`src/rtl/jtdsp16_cache_pkg.sv`:
```
// Shared do/redo loop cache definitions for the decoder and the cache.
// Latency: n/a (constants, types and field helpers only).
// Backpressure: n/a.
//
// Holds the do_data field positions, the cache FSM state encodings and the
// store depth, so the decoder and the cache agree on one definition.
package jtdsp16_cache_pkg;

  // do_data layout: [10:7] = NI (loop body length, 0 = redo), [6:0] = K
  localparam int DO_NI_MSB = 10;
  localparam int DO_NI_LSB = 7;
  localparam int DO_K_MSB  = 6;
  localparam int DO_K_LSB  = 0;

  // Instruction store depth (largest loop body a do can cache)
  localparam int CACHE_DEPTH = 15;

  // Cache FSM state encodings
  localparam logic [1:0] CACHE_IDLE   = 2'd0;
  localparam logic [1:0] CACHE_LOAD   = 2'd1;
  localparam logic [1:0] CACHE_REPLAY = 2'd2;
  localparam logic [1:0] CACHE_REDO   = 2'd3;

  typedef enum logic [1:0] {
    ST_IDLE   = CACHE_IDLE,
    ST_LOAD   = CACHE_LOAD,
    ST_REPLAY = CACHE_REPLAY,
    ST_REDO   = CACHE_REDO
  } cache_state_t;

  function automatic logic [3:0] do_ni(input logic [10:0] d);
    return d[DO_NI_MSB:DO_NI_LSB];
  endfunction

  function automatic logic [6:0] do_k(input logic [10:0] d);
    return d[DO_K_MSB:DO_K_LSB];
  endfunction

endpackage

```
`src/rtl/jtdsp16_cache_mem.sv`:
```
// 15x16 loop-body store: one synchronous write port, one async read port.
// Latency: write lands on the next rising clk; read is combinational.
// Backpressure: none; the write enable already carries cen and inst_adv.
//
// Ports: clk; we/wr_addr/wr_data write port; rd_addr/rd_data read port.
// Contents are never reset; they live until overwritten by a new do.
import jtdsp16_cache_pkg::*;

module jtdsp16_cache_mem (
  input  logic        clk,
  input  logic        we,
  input  logic [3:0]  wr_addr,
  input  logic [15:0] wr_data,
  input  logic [3:0]  rd_addr,
  output logic [15:0] rd_data
);

  logic [15:0] mem [CACHE_DEPTH];

  // Address 15 does not exist; the control never produces it, but guard anyway
  always_ff @(posedge clk) begin
    if (we && (wr_addr < 4'(CACHE_DEPTH))) mem[wr_addr] <= wr_data;
  end

  assign rd_data = (rd_addr < 4'(CACHE_DEPTH)) ? mem[rd_addr] : 16'h0000;

endmodule

```
`src/rtl/jtdsp16_cache.sv`:
```
// DSP16 do/redo loop cache: records the loop body from ROM, then replays it.
// Latency: state moves one clk after the qualifying cen cycle; cache_dout is
// combinational from the store. Backpressure: inst_adv low freezes pointers.
//
// Ports: clk, rst (async, active high), cen (clock enable);
//   do_start/do_data  do/redo request from the decoder
//   inst_adv/rom_dout instruction consumed / instruction word from ROM
//   cache_dout, cache_en, pc_hold  replay path to decoder and XAAU
//   no_int  loop active, fault  sticky illegal-use flag
import jtdsp16_cache_pkg::*;

module jtdsp16_cache (
  input  logic        clk,
  input  logic        rst,
  input  logic        cen,
  input  logic        do_start,
  input  logic [10:0] do_data,
  input  logic        inst_adv,
  input  logic [15:0] rom_dout,
  output logic [15:0] cache_dout,
  output logic        cache_en,
  output logic        pc_hold,
  output logic        no_int,
  output logic        fault
);

  cache_state_t state;
  logic [3:0]   wr_ptr;
  logic [3:0]   rd_ptr;
  logic [3:0]   ni;
  logic [6:0]   iter_left;
  logic         cache_valid;

  logic [3:0]   req_ni;
  logic [6:0]   req_k;
  logic         last_wr;
  logic         last_rd;
  logic         mem_we;
  logic [15:0]  rd_data;

  assign req_ni  = do_ni(do_data);
  assign req_k   = do_k(do_data);
  assign last_wr = (wr_ptr == (ni - 4'd1));
  assign last_rd = (rd_ptr == (ni - 4'd1));
  assign mem_we  = cen && inst_adv && (state == ST_LOAD);

  jtdsp16_cache_mem u_mem (
    .clk     (clk),
    .we      (mem_we),
    .wr_addr (wr_ptr),
    .wr_data (rom_dout),
    .rd_addr (rd_ptr),
    .rd_data (rd_data)
  );

  // Outputs decode straight from the state flop, so they change only on clk
  assign cache_en   = (state == ST_REPLAY) || (state == ST_REDO);
  assign pc_hold    = cache_en;
  assign no_int     = (state != ST_IDLE);
  assign cache_dout = cache_en ? rd_data : 16'h0000;

  always_ff @(posedge clk or posedge rst) begin
    if (rst) begin
      state       <= ST_IDLE;
      wr_ptr      <= 4'd0;
      rd_ptr      <= 4'd0;
      ni          <= 4'd0;
      iter_left   <= 7'd0;
      cache_valid <= 1'b0;
      fault       <= 1'b0;
    end else if (cen) begin
      case (state)
        ST_IDLE: begin
          if (do_start) begin
            if (req_k == 7'd0) begin
              fault <= 1'b1;
            end else if (req_ni != 4'd0) begin
              // The first pass runs while loading, hence K-1 passes remain
              ni          <= req_ni;
              wr_ptr      <= 4'd0;
              iter_left   <= req_k - 7'd1;
              cache_valid <= 1'b0;
              state       <= ST_LOAD;
            end else if (cache_valid) begin
              // Redo replays every pass from the store
              iter_left <= req_k;
              rd_ptr    <= 4'd0;
              state     <= ST_REDO;
            end else begin
              fault <= 1'b1;
            end
          end
        end

        ST_LOAD: begin
          // Nested do: flag it, keep loading as if nothing happened
          if (do_start) fault <= 1'b1;
          if (inst_adv) begin
            wr_ptr <= wr_ptr + 4'd1;
            if (last_wr) begin
              cache_valid <= 1'b1;
              rd_ptr      <= 4'd0;
              state       <= (iter_left != 7'd0) ? ST_REPLAY : ST_IDLE;
            end
          end
        end

        default: begin // ST_REPLAY, ST_REDO
          if (do_start) fault <= 1'b1;
          if (inst_adv) begin
            if (last_rd) begin
              rd_ptr    <= 4'd0;
              iter_left <= iter_left - 7'd1;
              if (iter_left == 7'd1) state <= ST_IDLE;
            end else begin
              rd_ptr <= rd_ptr + 4'd1;
            end
          end
        end
      endcase
    end
  end

endmodule
```
`config.mk`:
```
export PLATFORM = sky130hd
export DESIGN_NAME = jtdsp16_cache
export DESIGN_NICKNAME = d
export VERILOG_FILES = /design/src/rtl/jtdsp16_cache_pkg.sv /design/src/rtl/jtdsp16_cache_mem.sv /design/src/rtl/jtdsp16_cache.sv
export SDC_FILE = /design/constraint.sdc
export NUM_CORES = 1
export LEC_CHECK = 0
export BUFFER_PORTS_ARGS = -buffer_cell sky130_fd_sc_hd__buf_2
export CAP_MARGIN = 20
export CORE_MARGIN = 2
export CORE_UTILIZATION = 25
export CTS_BUF_LIST = sky130_fd_sc_hd__clkbuf_4
export DETAILED_ROUTE_END_ITERATION = 10
export PLACE_DENSITY_LB_ADDON = 0.2
export SLEW_MARGIN = 20
export SYNTH_ARGS = -nofsm -noshare
export SYNTH_HDL_FRONTEND = slang
export SYNTH_SLANG_ARGS = --single-unit
```
`constraint.sdc`:
```
create_clock -name clk -period 5.9 [get_ports clk]
set_input_delay 1.18 -clock clk [delete_from_list [all_inputs] [get_ports clk]]
set_output_delay 1.18 -clock clk [all_outputs]
set_load 0.005 [all_outputs]
```
==> results of run 1 <==
-- power by group --
| part | total [W] | switching (W) | internal [W] |
|---|---|---|---|
| Combinational | 0.00142 | 0.000742 | 0.000676 |
| Clock | 0.00164 | 0.000792 | 0.000850 |
| Sequential | 0.00239 | 0.000252 | 0.00214 |
-- metal layers --
metal / wire [µm] / up-vias
li1: - / 2828
met1: 12600 / 3126
met2: 13200 / 163
met3: 1460 / 52
met4: 549 / 2
met5: 13 / -
-- worst max path at each step --
stage	start	endpoint	slack, ns	cells after the start
5_1_grt	rd_ptr[0]$_DFFE_PP0P_	cache_dout[4]	0.97	5
4_1_cts	rd_ptr[0]$_DFFE_PP0P_	cache_dout[4]	1.09	5
3_3_place_gp	rd_ptr[0]$_DFFE_PP0P_	cache_dout[4]	1.93	5
6_report	rd_ptr[0]$_DFFE_PP0P_	cache_dout[4]	1.21	5
3_5_place_dp	rd_ptr[0]$_DFFE_PP0P_	cache_dout[4]	1.93	5
2_1_floorplan	rd_ptr[0]$_DFFE_PP0P_	cache_dout[10]	3.00	6
-- sequential cells by signal, indices dropped and copies added (netlist names) --
name,flops
wr_ptr,4
rd_ptr,4
ni,4
state,2
iter_left,7
u_mem.mem,240
fault,1
cache_valid,1
-- metrics by stage --
| stage | util, % | setup WS (ns) | total power, W |
|---|---|---|---|
| 6_report | 29.5 | 1.21 | 0.00545 |
| 2_1_floorplan | - | 3.00 | 0.00339 |
| 3_5_place_dp | 27.4 | 1.93 | 0.00388 |
| 5_1_grt | 29.5 | 0.972 | 0.00578 |
| 4_1_cts | 29.4 | 1.09 | 0.00556 |
| 3_3_place_gp | 27.4 | 1.93 | 0.00388 |
-- cell families after synthesis --
kind of cell               count (synthesis)  share of synthesized area (%)
and+or+nand+nor                          117                           5.67
xor gates and xnor gates                  18                           1.55
DFF                                      263                           69.9
adders and majority gates                 11                           1.24
muxes                                     86                           13.2
AOI/OAI and AO/OA                        102                           6.08
buffers and inverters                     51                           2.36
-- cell usage in the layout, fill, tap and decap left out, types with 6 or more instances in the layout --
master	count
nand2_1	31
nor2b_1	18
clkbuf_4	102
mux4_2	48
buf_2	51
xor2_1	11
a31oi_1	9
nor3_1	8
inv_1	10
a21oi_1	14
o21ai_0	23
mux2i_1	33
xnor2_1	6
clkinv_1	13
dfrtp_1	20
ha_1	11
a211oi_1	33
nor2_1	11
nand3_1	12
edfxtp_1	240
buf_4	21
and2_1	15
-- area by class of cell --
type,instances,area (µm²)
antenna,1,2.50
clock buffer,102,766
clock inverter,24,145
fill,4537,31100
inverter,10,37.5
multi-input combinational,334,3090
sequential,263,7790
tap,592,741
timing repair buffer,73,428
-- critical path, cell delays in order (launching register included) --
cell      delay [ns]
dfrtp_4         0.77
ha_1            0.37
nand3_1         0.09
nand2_1         0.53
a211oi_1        0.76
buf_2           0.23
==> metrics.md, run 1 <==
| Metric | Value |
|---|---|
| Status | `complete, no violations` |
| Initial DRC count | `443` |
| Max-cap violations | `0` |
| RR Startpoint | `state[1]$_DFFE_PP0P_` |
| Slew @ Worst Pin | `1.10 ns` |
| Clock-pin slew on the worst setup and hold paths | `0.07 ns` |
| Chip height | `215 µm` |
| Starting density of the core | `25.2%` |
| Largest net degree at the start of global routing | `45` |
| GR Overflow Total | `0` |
| M3 GR Usage | `3.58%` |
| Synth area leader | `edfxtp_1` |
| Post-CTS setup buffer count | `0` |
| Inserted Clock Buffers | `73` |
| Clock period minus final worst setup slack | `4.69 ns` |
| Remaining antenna violation count | `0` |
| Critical Path End Type | `output port` |
| CTS tree | `done` |
| Wire per inst | `19.9 µm` |
| Global route hottest layer | `met2` |
| Max Clock Skew | `0.0640 ns` |
| Post-CTS Hold Buffers | `0` |
| Endpoints failing setup | `0` |
| TritonRoute pass-1 iters | `4` |
| Resize count post-CTS | `0` |
| Met1 Use GR | `16.1%` |
| Die area | `0.0462 mm²` |
| Top-area cell type share of the netlist area | `64.7%` |
| Syn nets | `691` |
| Dpl cells | `1271` |
| Fraction of registers with async set/reset | `8.75%` |
| HPWL Detailed | `16200 µm` |
| Worst vdd ir | `0.000163 V` |
| Worst R2R Setup Slack | `2.94 ns` |
| Most frequent cell after synthesis | `edfxtp_1` |
| FF-to-FF path depth | `5` |
| Post-synthesis instance area | `0.0111 mm²` |
| Detailed-route via count | `6171` |
| Setup tns final | `0 ns` |
| Final cell count without fillers | `1399` |
| Met2 Track Usage GR | `19.4%` |
| DRC | `0` |
| First-pass GRT wire length | `42000 µm` |
| Clk buf depth | `3` |
| Rel. slew slack | `26.7%` |
| DIE WIDTH | `215 µm` |
| Top cells by count, synth | `240 x edfxtp_1, 48 x mux4_2, 33 x a211oi_1, 33 x mux2i_1, 31 x nand2_1` |
| Power per Cell Area | `419 mW/mm²` |
| CTS H-tree lvls | `3` |
| PortBufs | `51` |
| Post-Synthesis Cells | `648` |
| Critical path startpoint category | `flip-flop` |
| Min-Delay Path Class | `in -> async` |
| Core footprint | `0.0441 mm²` |
| Post-Route WL | `27800 µm` |
| # nets final | `798` |
| Clock Tree Root | `clkbuf_4` |
| Placed cell area | `0.0121 mm²` |
| Lkg Pwr | `4.47 nW` |
| Post-synthesis register bit count | `263` |
| Tightest hold margin | `0.369 ns` |
| Clock sink total | `263` |
| Netlist cell types | `55` |
| Worst EP required | `4.72 ns` |
| I/O pin count | `52` |
| Layout cell share with drive strength beyond 1 | `30.8%` |
| Final period util | `79.5%` |
| Vias in the first global route | `6557` |
| Ys Warns | `0` |
| Post-synth EDFFs | `240` |
| Critical Path AT | `3.51 ns` |
| Fin. max-slew vios | `0` |
| RSZ-0062 raised after global routing | `false` |
| Fin. Hold Viols | `0` |
| Synth top area cells | `edfxtp_1 65%, mux4_2 9.7%, dfrtp_1 5.2%` |
| Final Wtd Congestion | `0.738` |
| Vias per cell | `4.41` |
| Rows | `77` |
| Clk Latency, worst-skew pair | `0.74 ns` |
| Sequential element share of the synthesized area | `69.9%` |
| R2r endpoint | `u_mem.mem[12][0]$_DFFE_PP_` |
| CP max FO | `36` |
| Total Routing Usage GR | `12.3%` |
| F_max | `0.213 GHz` |
| Post-layout instance area | `0.0130 mm²` |
| Initial antenna violation count | `3` |
| Crit Path Class | `reg -> out` |
| Syn avg cell area | `17.2 µm²` |
| Ys flop type | `edfxtp_1` |
| Synth-to-Final Area Change | `16.8%` |
(Power assumes the default switching activity.)
==> run 2, diff against run 1 <==
==> constraint.sdc (replaced) <==
create_clock -name clk -period 4.6 [get_ports clk]
set_input_delay 0.92 -clock clk [delete_from_list [all_inputs] [get_ports clk]]
set_output_delay 0.92 -clock clk [all_outputs]
set_load 0.005 [all_outputs]
==> metrics.md, run 2 (synthesis results as in run 1) <==
| Metric | Value |
|---|---|
| Status | `complete, no violations` |
| Power per Cell Area | `544 mW/mm²` |
| Multi-input gate area | `0.00310 mm²` |
| Inserted Clock Buffers | `69` |
| First-pass GRT wire length | `42500 µm` |
| Max-cap violations | `0` |
| I/O pin count | `52` |
| Rows | `77` |
| RR Startpoint | `state[1]$_DFFE_PP0P_` |
| DIE WIDTH | `215 µm` |
| CTS H-tree lvls | `3` |
| Layout cell share with drive strength beyond 1 | `31.4%` |
| Worst vdd ir | `0.000265 V` |
| Min-Delay Path Class | `in -> async` |
| Final period util | `88.3%` |
| Resize count post-CTS | `0` |
| Post-CTS Hold Buffers | `0` |
| Most common cell after layout, fill and taps aside | `edfxtp_1` |
| Initial antenna violation count | `4` |
| Max reg flops | `240` |
| Critical Path AT | `3.14 ns` |
| Slew @ Worst Pin | `0.785 ns` |
| Clock period minus final worst setup slack | `4.06 ns` |
| F_max | `0.246 GHz` |
| Detailed-route via count | `6233` |
| Clk Latency, worst-skew pair | `0.71 ns` |
| Total power draw | `0.00709 W` |
| Fin. max-slew vios | `0` |
| Crit Path Class | `reg -> out` |
| Critical path startpoint category | `flip-flop` |
| Chip height | `215 µm` |
| Core footprint | `0.0441 mm²` |
| Top flop regs | `u_mem.mem: 240 flops, iter_left: 7 flops` |
| Max Clock Skew | `0.0294 ns` |
| Total Routing Usage GR | `12.4%` |
| TritonRoute pass-1 iters | `5` |
| Final cell count without fillers | `1392` |
| Clk buf depth | `3` |
| Clock-pin slew on the worst setup and hold paths | `0.06 ns` |
| RSZ-0062 raised after global routing | `false` |
| PortBufs | `51` |
| Vias per cell | `4.48` |
| Setup tns final | `0 ns` |
| HPWL Detailed | `16900 µm` |
| Worst R2R Setup Slack | `1.96 ns` |
| Dpl ws | `1.19 ns` |
| Filler cells | `4519` |
| Top reg by flops | `u_mem.mem` |
| Remaining antenna violation count | `0` |
| # nets final | `795` |
| Initial DRC count | `524` |
| GR Overflow Total | `0` |
| Clock sink total | `263` |
| Dpl cells | `1273` |
| Post-Route WL | `28000 µm` |
| CTS tree | `done` |
| Vias in the first global route | `6544` |
| Post-CTS setup buffer count | `0` |
| Synth-to-Final Area Change | `17.0%` |
| Wire per inst | `20.1 µm` |
| Rel. slew slack | `47.6%` |
| Endpoints failing setup | `0` |
| Clock Tree Root | `clkbuf_4` |
| Die area | `0.0462 mm²` |
| Critical Path End Type | `output port` |
| Largest net degree at the start of global routing | `68` |
| Commonest non-fill, non-tap cells in the layout | `240 x edfxtp_1, 108 x clkbuf_4, 51 x buf_2, 48 x mux4_2` |
| Starting density of the core | `25.2%` |
| FF+latch area | `0.00779 mm²` |
| Final Wtd Congestion | `0.713` |
| DRC | `0` |
| Lkg Pwr | `4.49 nW` |
| Worst EP required | `3.68 ns` |
| Final worst slack | `0.538 ns` |
| Crit path from | `rd_ptr[0]$_DFFE_PP0P_` |
| Fin. Hold Viols | `0` |
| CP max FO | `21` |
==> run 2: per-layer routing <==
metal | share of wire (%) | global-route usage (%)
met5 | 0.043 | 0
met3 | 4.6 | 3.91
met1 | 48 | 17.2
met2 | 46 | 18.7
met4 | 1.6 | 3.82
==> run 2: critical path, cell delays in order (launching register included) <==
cell and delay [ns]:
dfrtp_4 0.71, buf_4 0.47, mux4_2 0.55, nor2b_1 0.14
a211oi_1 0.23, a211oi_1 0.12, buf_2 0.18
==> run 2: final cells by class <==
class / instances / area share (%)
sequential: 263 / 59.8
multi-input combinational: 334 / 23.8
clock buffer: 108 / 6.22
tap: 592 / 5.68
timing repair buffer: 74 / 3.38
clock inverter: 8 / 0.835
inverter: 10 / 0.288
antenna: 3 / 0.0576
==> run 2: final timing paths <==
kind | endpoint | depth (start not counted)
worst max-delay path | cache_dout[15] | 6
worst min register to register | fault$_DFFE_PP0P_ | 1
min in group clk | fault$_DFFE_PP0P_ | 1
worst min-delay path | iter_left[5]$_DFFE_PP0P_ | 3
max in group asynchronous | rd_ptr[0]$_DFFE_PP0P_ | 3
worst max register to register | u_mem.mem[0][13]$_DFFE_PP_ | 6
==> run 2: metrics by stage <==
step	util, %	cell area (µm²)	hold WS (ns)
final	29.5	13000	0.259
after global routing	29.5	13000	0.193
after CTS	29.5	13000	0.181
after detailed placement	27.4	12100	0.450
after global placement	27.4	12100	0.451
after floorplan	-	11100	0.466
==> run 2: power by group <==
part	switching (W)	leakage (nW)	internal, W
logic	0.00109	1.51	0.000891
registers	0.000205	2.42	0.00274
clock network	0.000944	0.550	0.00122
==> run 3, diff against run 2 <==
--- a/config.mk
+++ b/config.mk
@@ -5,6 +5,7 @@
 export SDC_FILE = /design/constraint.sdc
 export NUM_CORES = 1
 export LEC_CHECK = 0
+export ABC_AREA = 1
 export BUFFER_PORTS_ARGS = -buffer_cell sky130_fd_sc_hd__buf_2
 export CAP_MARGIN = 20
 export CORE_MARGIN = 2
==> metrics.md, run 3 <==
| Metric | Value |
|---|---|
| Syn nets | `1073` |
| Clk Latency, worst-skew pair | `0.74 ns` |
| Clock sink total | `263` |
| Max-cap violations | `0` |
| Sw frac | `35.4%` |
| Most frequent cell on the critical path | `nand2_1` |
| Top reg by flops | `u_mem.mem` |
| Fin. Hold Viols | `0` |
| Crit Path Class | `reg -> out` |
| CP max stage cell | `dfrtp_4` |
| Critical Path End Type | `output port` |
| Synth-to-Final Area Change | `16.7%` |
| HPWL Detailed | `17800 µm` |
| Layout cell share with drive strength beyond 1 | `20.1%` |
| Post-synthesis register bit count | `263` |
| Syn avg cell area | `11.1 µm²` |
| Post-synth EDFFs | `240` |
| Clock period minus final worst setup slack | `3.86 ns` |
| Slew @ Worst Pin | `0.909 ns` |
| Sequential share of power | `40.8%` |
| Die area | `0.0476 mm²` |
| GR Overflow Total | `0` |
| Final cell count without fillers | `1788` |
| Resize count post-CTS | `0` |
| Endpoints failing setup | `0` |
| Post-layout instance area | `0.0134 mm²` |
| Initial DRC count | `622` |
| Lkg Pwr | `4.97 nW` |
| DIE WIDTH | `218 µm` |
| Largest net degree at the start of global routing | `85` |
| Internal power | `0.00445 W` |
| CTS H-tree lvls | `3` |
| Initial antenna violation count | `2` |
| Placed cell area | `0.0124 mm²` |
| Clock Tree Root | `clkbuf_4` |
| Status | `complete, no violations` |
| Clock-pin slew on the worst setup and hold paths | `0.06 ns` |
| Combinational cell fraction of total power | `28.0%` |
| CP max FO | `55` |
| Inserted Clock Buffers | `77` |
| Chip height | `218 µm` |
| Dpl cells | `1650` |
| F_max | `0.259 GHz` |
| # nets final | `1172` |
| Fin. max-slew vios | `0` |
| Ys flop type | `edfxtp_1` |
| DRC | `0` |
| Core footprint | `0.0453 mm²` |
| CTS tree | `done` |
| Rel. slew slack | `39.4%` |
| Ys Warns | `0` |
| Critical Path AT | `2.94 ns` |
| Min-Delay Path Class | `in -> async` |
| Final period util | `83.9%` |
| TritonRoute pass-1 iters | `5` |
| Most frequent cell after synthesis | `edfxtp_1` |
| Max reg flops | `240` |
| Post-CTS setup buffer count | `0` |
| Final worst slack | `0.743 ns` |
| Top-area cell type share of the netlist area | `62.9%` |
| Setup tns final | `0 ns` |
| Commonest non-fill, non-tap cells in the layout | `240 x edfxtp_1, 186 x nand2_1, 121 x nor2_1, 112 x clkbuf_4, 93 x o21ai_0` |
| RSZ-0062 raised after global routing | `false` |
| Worst vdd ir | `0.000185 V` |
| Remaining antenna violation count | `0` |
| Total Routing Usage GR | `13.6%` |
| Sequential element share of the synthesized area | `67.9%` |
| Most common cell after layout, fill and taps aside | `edfxtp_1` |
| Critical path, cell by cell | `inv_2, buf_12, o21ai_0, o22ai_1, nand2_1, nand2_1, nand2_1, a21oi_1, buf_2` |
| Vias in the first global route | `7983` |
| Net Switching | `0.00244 W` |
| Clk pwr share | `31.3%` |
| Netlist cell types | `37` |
| Post-Synthesis Cells | `1030` |
| Dpl ws | `1.40 ns` |
| Post-synthesis instance area | `0.0115 mm²` |
| I/O pin count | `52` |
| Power per Cell Area | `515 mW/mm²` |
| First-pass GRT wire length | `48300 µm` |
| Vias per cell | `4.44` |
| PortBufs | `51` |
| Wire per inst | `17.7 µm` |
| Max Clock Skew | `0.0584 ns` |
| Detailed-route via count | `7942` |
| Post-Route WL | `31700 µm` |
| Worst EP required | `3.68 ns` |
| Critical path startpoint category | `flip-flop` |
| Starting density of the core | `25.3%` |
| Synth top area cells | `edfxtp_1 63%, nand2_1 6.1%, dfrtp_1 5.0%` |
| Final Wtd Congestion | `0.724` |
| Post-CTS Hold Buffers | `0` |
| Rows | `78` |
| Clk buf depth | `3` |
| Top cells by count, synth | `240 x edfxtp_1, 186 x nand2_1, 133 x nor2_1, 93 x o21ai_0, 82 x nand3_1` |
| Crit-path max cell delay | `0.51 ns` |
| Top flop regs | `u_mem.mem: 240 flops, iter_left: 7 flops` |
| Fraction of registers with async set/reset | `8.75%` |
| Synth area leader | `edfxtp_1` |
[run 3: cell type report]
type	instances	area [µm²]
clock buffer	112	841
clock inverter	25	118
inverter	58	221
multi-input combinational	654	3200
fill	4741	31900
antenna	1	2.50
sequential	263	7790
tap	600	751
timing repair buffer	75	448
[run 3: per-stage QoR]
step                total power [W]  util (%)  hold WS [ns]
floorplan                   0.00429         -         0.468
global placement            0.00481      27.4         0.459
detailed placement          0.00482      27.4         0.461
CTS                         0.00702      29.5         0.170
global route                0.00740      29.5         0.237
finish                      0.00689      29.5         0.255
[run 3: metal layers]
layer | share of wire [%] | global-route usage (%) | vias up
met5 | 0.041 | 0 | -
met4 | 2.0 | 4.85 | 2
met3 | 4.2 | 3.14 | 61
met2 | 44 | 20.5 | 162
met1 | 49 | 18.9 | 3842
li1 | - | - | 3875
[run 3: power by group through the flow]
stage	clock network, W	logic (W)	registers (W)
2_1_floorplan	0	0.00147	0.00282
3_3_place_gp	0	0.00196	0.00286
3_5_place_dp	0	0.00196	0.00286
4_1_cts	0.00224	0.00196	0.00281
5_1_grt	0.00236	0.00222	0.00283
6_report	0.00215	0.00193	0.00281
[run 3: logic make-up after synthesis]
kind of cell               synth area share (%)
AOI/OAI and AO/OA                          9.25
and+or+nand+nor                            16.5
buffers and inverters                      4.59
xor gates and xnor gates                  0.535
DFF                                        67.9
adders and majority gates                  1.20
[run 3: worst paths after layout]
path	slack (ns)	cells after the start	endpoint	startpoint
worst max-delay path	0.74	9	cache_dout[13]	rd_ptr[0]$_DFFE_PP0P_
worst min-delay path	0.26	3	iter_left[2]$_DFFE_PP0P_	rst
worst max register to register	1.89	6	u_mem.mem[7][5]$_DFFE_PP_	state[1]$_DFFE_PP0P_
worst min register to register	0.47	1	fault$_DFFE_PP0P_	fault$_DFFE_PP0P_
max in group asynchronous	4.06	3	rd_ptr[1]$_DFFE_PP0P_	rst
min in group clk	0.46	3	ni[2]$_DFFE_PP0P_	do_data[9]
[run 3: worst max-delay path: cells and delay by family (launching register included)]
family                 cells  cell delay, ns
buffers and inverters      3            0.97
AO/OA/AOI/OAI              3            0.52
flip-flops                 1            0.51
AND/OR/NAND/NOR            3            0.20
